[src/rtl/gf233_reduce_seq_if.sv]
// Handshake bundle for gf233_reduce_seq: unreduced product in, reduced field element out.
interface gf233_reduce_seq_if #(
  parameter int unsigned M = 233
);
  logic           in_valid;
  logic           in_ready;
  logic [2*M-2:0] in_prod;
  logic           out_valid;
  logic           out_ready;
  logic [M-1:0]   out_res;

  modport master (
    output in_valid, in_prod, out_ready,
    input  in_ready, out_valid, out_res
  );

  modport slave (
    input  in_valid, in_prod, out_ready,
    output in_ready, out_valid, out_res
  );
endinterface

[src/rtl/gf233_reduce_seq.sv]
// Two-fold sequential reduction of a GF(2)[x] product modulo x^M + x^K + 1.
// Optional GF233_EARLY_EXIT_EN skips folds once the high part is already zero.
module gf233_reduce_seq #(
  parameter int unsigned M = 233,
  parameter int unsigned K = 74
) (
  input  logic               clk,
  input  logic               rst,
  gf233_reduce_seq_if.slave  bus,
  output logic               busy
);

  localparam int unsigned W = 2*M - 1;

  typedef enum logic [1:0] {IDLE, F1, F2, DONE} state_t;

  state_t         state_q, state_d;
  logic [W-1:0]   acc_q, acc_d;
  logic [M-1:0]   out_res_q, out_res_d;
  logic           out_valid_q, out_valid_d;
  logic           busy_q, busy_d;
  logic           in_ready_c;
  logic           accept;
  logic [W-1:0]   fold_acc;

  // x^M == x^K + 1, so the high part h folds back as h ^ (h << K).
  function automatic logic [W-1:0] fold(input logic [W-1:0] a);
    logic [W-1:0] lo;
    logic [W-1:0] hi;
    lo          = '0;
    lo[M-1:0]   = a[M-1:0];
    hi          = '0;
    hi[M-2:0]   = a[W-1:M];
    return lo ^ hi ^ (hi << K);
  endfunction

  always_comb begin
    state_d     = state_q;
    acc_d       = acc_q;
    out_res_d   = out_res_q;
    out_valid_d = out_valid_q;
    fold_acc    = fold(acc_q);
    in_ready_c  = (state_q == IDLE) || ((state_q == DONE) && bus.out_ready);
    accept      = bus.in_valid && in_ready_c;

    case (state_q)
      IDLE: ;
      F1: begin
        acc_d = fold_acc;
`ifdef GF233_EARLY_EXIT_EN
        if (fold_acc[W-1:M] == '0) begin
          state_d     = DONE;
          out_valid_d = 1'b1;
          out_res_d   = fold_acc[M-1:0];
        end else begin
          state_d = F2;
        end
`else
        state_d = F2;
`endif
      end
      F2: begin
        acc_d       = fold_acc;
        state_d     = DONE;
        out_valid_d = 1'b1;
        out_res_d   = fold_acc[M-1:0];
      end
      DONE: begin
        if (bus.out_ready) begin
          state_d     = IDLE;
          out_valid_d = 1'b0;
        end
      end
    endcase

    // A new accept overrides the DONE->IDLE return so handshakes chain with no bubble.
    if (accept) begin
      acc_d = bus.in_prod;
`ifdef GF233_EARLY_EXIT_EN
      if (bus.in_prod[W-1:M] == '0) begin
        state_d     = DONE;
        out_valid_d = 1'b1;
        out_res_d   = bus.in_prod[M-1:0];
      end else begin
        state_d     = F1;
        out_valid_d = 1'b0;
      end
`else
      state_d     = F1;
      out_valid_d = 1'b0;
`endif
    end

    busy_d = (state_d != IDLE);
  end

  always_ff @(posedge clk or posedge rst) begin
    if (rst) begin
      state_q     <= IDLE;
      acc_q       <= '0;
      out_res_q   <= '0;
      out_valid_q <= 1'b0;
      busy_q      <= 1'b0;
    end else begin
      state_q     <= state_d;
      acc_q       <= acc_d;
      out_res_q   <= out_res_d;
      out_valid_q <= out_valid_d;
      busy_q      <= busy_d;
    end
  end

  assign bus.in_ready  = in_ready_c;
  assign bus.out_valid = out_valid_q;
  assign bus.out_res   = out_res_q;
  assign busy          = busy_q;

endmodule

[src/flat_wrapper.sv]
// flat-port wrapper written by rule: the top's interface ports become plain ports
module gf233_reduce_seq_flat 
#(
  parameter int unsigned M = 233,
  parameter int unsigned K = 74
)
  (clk, rst, busy, bus_in_valid, bus_in_prod, bus_out_ready, bus_in_ready, bus_out_valid, bus_out_res);
  gf233_reduce_seq_if #(.M(M)) bus_i ();
  input  logic clk;
  input  logic rst;
  output logic busy;
  input wire logic [$bits(bus_i.in_valid)-1:0] bus_in_valid;
  input wire logic [$bits(bus_i.in_prod)-1:0] bus_in_prod;
  input wire logic [$bits(bus_i.out_ready)-1:0] bus_out_ready;
  output wire logic [$bits(bus_i.in_ready)-1:0] bus_in_ready;
  output wire logic [$bits(bus_i.out_valid)-1:0] bus_out_valid;
  output wire logic [$bits(bus_i.out_res)-1:0] bus_out_res;
  assign bus_i.in_valid = bus_in_valid;
  assign bus_i.in_prod = bus_in_prod;
  assign bus_i.out_ready = bus_out_ready;
  assign bus_in_ready = bus_i.in_ready;
  assign bus_out_valid = bus_i.out_valid;
  assign bus_out_res = bus_i.out_res;
  gf233_reduce_seq #(.M(M), .K(K)) u_core (.clk(clk), .rst(rst), .bus(bus_i), .busy(busy));
endmodule
[config.mk]
export PLATFORM = sky130hd
export DESIGN_NAME = gf233_reduce_seq_flat
export DESIGN_NICKNAME = d
export VERILOG_FILES = /design/src/rtl/gf233_reduce_seq_if.sv /design/src/rtl/gf233_reduce_seq.sv /design/src/flat_wrapper.sv
export SDC_FILE = /design/constraint.sdc
export NUM_CORES = 2
export LEC_CHECK = 0
export ABC_AREA = 1
export BUFFER_PORTS_ARGS = -buffer_cell sky130_fd_sc_hd__buf_2
export CAP_MARGIN = 20
export CORE_ASPECT_RATIO = 0.6
export CORE_MARGIN = 5
export CORE_UTILIZATION = 41
export CTS_CLUSTER_SIZE = 8
export DETAILED_ROUTE_END_ITERATION = 10
export HOLD_SLACK_MARGIN = 0.03
export PLACE_DENSITY = 0.67
export SYNTH_ARGS = -nofsm -noshare
export SYNTH_HDL_FRONTEND = slang
export SYNTH_SLANG_ARGS = --single-unit
[constraint.sdc]
create_clock -name clk -period 67.6 [get_ports clk]
set_input_delay 6.76 -clock clk [delete_from_list [all_inputs] [get_ports clk]]
set_output_delay 6.76 -clock clk [all_outputs]
set_load 0.1 [all_outputs]
Word-level counts from Yosys, hierarchy flattened
Index checks and enable logic that the tools add are counted.
{"block": "word_totals", "register_bits": 702, "inputBits": 469, "out_inout_bits": 236, "wordCells": 28}
{"block": "op_classes", "eq_ne": 4, "mux": 8, "bitwise_logic": 2, "n_reduce_logical": 9}
{"cell": "465-bit two-way mux", "count": 2}
{"cell": "465-bit by 306-bit XOR with 465-bit output", "count": 1}
{"cell": "233-bit by 232-bit XOR with 233-bit output", "count": 1}
{"cell": "2-bit case mux with 3 select lines", "count": 1}
{"cell": "2-bit equality test, second input constant", "count": 2}
{"cell": "2-bit two-way mux", "count": 2}
{"cell": "2-bit nonzero test", "count": 2}
{"cell": "3-bit by 2-bit inequality test with 1-bit output, second input constant", "count": 1}
{"cell": "3-bit nonzero test", "count": 1}
{"cell": "2-bit by 1-bit equality test with 1-bit output, second input constant", "count": 1}
{"cell": "1-bit logical AND", "count": 2}
{"cell": "2-bit zero test", "count": 1}
{"cell": "1-bit two-way mux", "count": 2}
{"cell": "1-bit case mux with 2 select lines", "count": 1}
{"cell": "2-bit AND reduction", "count": 1}
{"cell": "2-bit OR reduction", "count": 1}
{"cell": "1-bit logical OR", "count": 1}

Depth between registers and ports, before layout
{"block": "logic_depth", "word_depth": 6, "mapped_depth": 10, "mapped_depth_nobuf": 8}

Worst setup path before layout
OpenSTA, ideal clock, no wires.
{"block": "synth_path", "path_type": "in2out", "from": "input bus_out_ready", "to": "output bus_in_ready", "arrival_ps": 7236, "setup_slack_ps": 53604, "path_stages": 2, "path_buffers": 0, "cell_sequence": "nand2_1 -> nand2_2"}
{"block": "synth_between", "elab_chain_len": 2}
{"element": "from (decl)", "line_no": "flat_wrapper.sv:14", "source": "input wire logic [$bits(bus_i.out_ready)-1:0] bus_out_ready;"}
{"element": "1-bit logical AND", "line_no": "gf233_reduce_seq.sv:43", "source": "in_ready_c = (state_q == IDLE) || ((state_q == DONE) && bus.out_ready);"}
{"element": "1-bit logical OR", "line_no": "gf233_reduce_seq.sv:43"}
{"element": "to (decl)", "line_no": "flat_wrapper.sv:15", "source": "output wire logic [$bits(bus_i.in_ready)-1:0] bus_in_ready;"}
No other way between the ends.

Worst setup path in the final report
Ends and elaborated chain as after synthesis.

==> results.json <==
{
  "crit_fanout": 3,
  "yosysWarnings": 0,
  "status": "finished clean",
  "ctsResizeCount": 0,
  "cts_made_buffers": 98,
  "finalSetupViolations": 0,
  "fin_util_pct": 50.1,
  "endpoint_kind": "primary output",
  "clkTransAtPathRegs_ps": 50,
  "antenna_found_initial": 22,
  "ant_nets": 0,
  "clock_skew_ps": 26.3,
  "use_met2_pct": 39.4,
  "cts_max_path_buffers": 3,
  "fmax_mhz": 70.2,
  "synth.avg_cell_area_um2": 7.38,
  "grt_max_degree": 164,
  "mostFrequentLayoutCell": "nand2_1",
  "use_met1_pct": 37.6,
  "start_kind": "input pin",
  "syn_area_um2": 34000,
  "gp_congestion": 0.869,
  "finalCritPeriodShare_pct": 21.1,
  "cts_root_buffer": "clkbuf_16",
  "syn_inst": 4612,
  "synth-seq-cells": 702,
  "via_per_inst": 5.23,
  "finalHoldViolations": 0,
  "slew_headroom_pct": 25.6,
  "holdCritPathClass": "flop to flop",
  "critPathSlowestCell": "buf_2",
  "setup_tns_ps": 0,
  "slowest_delay_ps": 440,
  "grt_pass1_vias": 31100,
  "cts.sinks": 702,
  "post_drt_wl_per_cell_um": 19.3,
  "fillCellCount": 8011,
  "layout_setup_ws_ps": 53360,
  "vias": 33000,
  "die_w_um": 382,
  "cts_tree": "yes",
  "overflow": 0,
  "grt_setup_unrepaired": "no",
  "syn-num-nets": 5085,
  "grt.total_usage_pct": 26.6,
  "layout_common_cells": "nand2_1 (2192), nand3_1 (844), buf_2 (704)",
  "ctsHoldBuffers": 0,
  "hpwlAfterDp_mm": 81.7,
  "drtIter0Drc": 3300,
  "post-place-ws_ps": 53360,
  "worst_slew_pin_slew_ps": 1120,
  "slew_viol_final": 0,
  "crit_required_ps": 60840,
  "crit_top_cell": "buf_2",
  "wirelength_mm": 122,
  "cp_cell_sequence": "buf_2, nand2_1, nand2_2, buf_2",
  "htree_levels": 3,
  "route.detailed.drc": 0,
  "dieArea_um2": 89000,
  "ys_types": 15,
  "io_buffers": 704,
  "area_delta_synth_final_pct": 20.6,
  "max-cap-violations": 0,
  "top_usage_layer": "met2",
  "postCtsSetupRepairBufs": 0,
  "drive_gt1_share_pct": 16.3,
  "initial_utilization_pct": 41.5,
  "row_count": 81,
  "clk_latency_ps": 660,
  "die_y_um": 233,
  "core_area_um2": 81900,
  "use_met3_pct": 7.70,
  "worst-setup-path-type": "input pin to primary output",
  "ioPinCount": 705,
  "ys_seq_area_share_pct": 51.6,
  "final_nets": 5690,
  "period_needed_ps": 14240,
  "first_pass_iters": 6,
  "arrival_ps": 7480,
  "grt_pass1_wl_mm": 184
}
## Yosys cell counts
library cell / number / area share [%]
buf_2: 68 / 1.0
nor2_1: 3 / 0.033
buf_4: 1 / 0.022
inv_2: 3 / 0.033
o21ai_0: 162 / 2.4
dfrtp_1: 702 / 52
xor2_1: 75 / 1.9
nand2_2: 1 / 0.018
nand3_1: 844 / 12
a21oi_4: 1 / 0.048
ha_1: 4 / 0.15
clkbuf_1: 137 / 1.5
buf_1: 22 / 0.24
inv_1: 395 / 4.4
nand2_1: 2194 / 24
## path summary, 6_finish.rpt
check | startpoint | endpoint | slack, ps | depth (start not counted)
hold reg to reg | u_core.bus.out_res[116] | u_core.bus.out_res[116] | 470 | 2
setup / recovery | bus_out_ready | bus_in_ready | 53360 | 4
hold / removal | u_core.bus.out_res[116] | u_core.bus.out_res[116] | 470 | 2
min in group asynchronous | rst | u_core.bus.out_res[154] | 6210 | 2
max in group asynchronous | rst | u_core.acc_q[278] | 58220 | 5
setup reg to reg | u_core.state_q[1] | u_core.acc_q[196] | 62850 | 8
## state kept, by name, indices dropped and copies added, names as in the netlist
signal	cells
u_core.bus.out_valid	1
u_core.bus.out_res	233
u_core.busy	1
u_core.state_q	2
u_core.acc_q	465
## cells by family after synthesis
| family | synth area share [%] |
|---|---|
| compound gates | 2.43 |
| flops | 51.6 |
| simple gates | 36.7 |
| xor+xnor | 1.93 |
| buf+inv | 7.17 |
| fa+ha+maj | 0.147 |
## worst max-delay path, delay by kind of cell
family        cells  cell delay (ps)
simple gates      2              190
buf+inv           2              530
## stage by stage
stage / area, um2 / std cells / hold WS, ps
detailed placement: 38300 / 6195 / 460
global placement: 38300 / 6195 / 456
finish: 41000 / 6321 / 470
floorplan: 34000 / 4612 / 474
global route: 41000 / 6318 / 485
CTS: 40900 / 6303 / 474
## layout make-up
cell class / count / area (um2) / area share (%)
multi-input combinational: 3284 / 14100 / 34.3
inverter: 398 / 1520 / 3.72
antenna: 17 / 42.5 / 0.104
sequential: 702 / 17600 / 42.8
timing repair buffer: 733 / 3810 / 9.29
clock buffer: 102 / 2540 / 6.20
tap: 1079 / 1350 / 3.29
clock inverter: 6 / 121 / 0.296
## routing by layer
layer  vias up  wire, um
met5         -        96
met1     15900     53200
li1      15600         -
met2      1361     53700
met3       202     11700
met4        14      3410
Power is not shown: default switching activity piles up to over one toggle a cycle in this logic, so the estimate is an artifact.
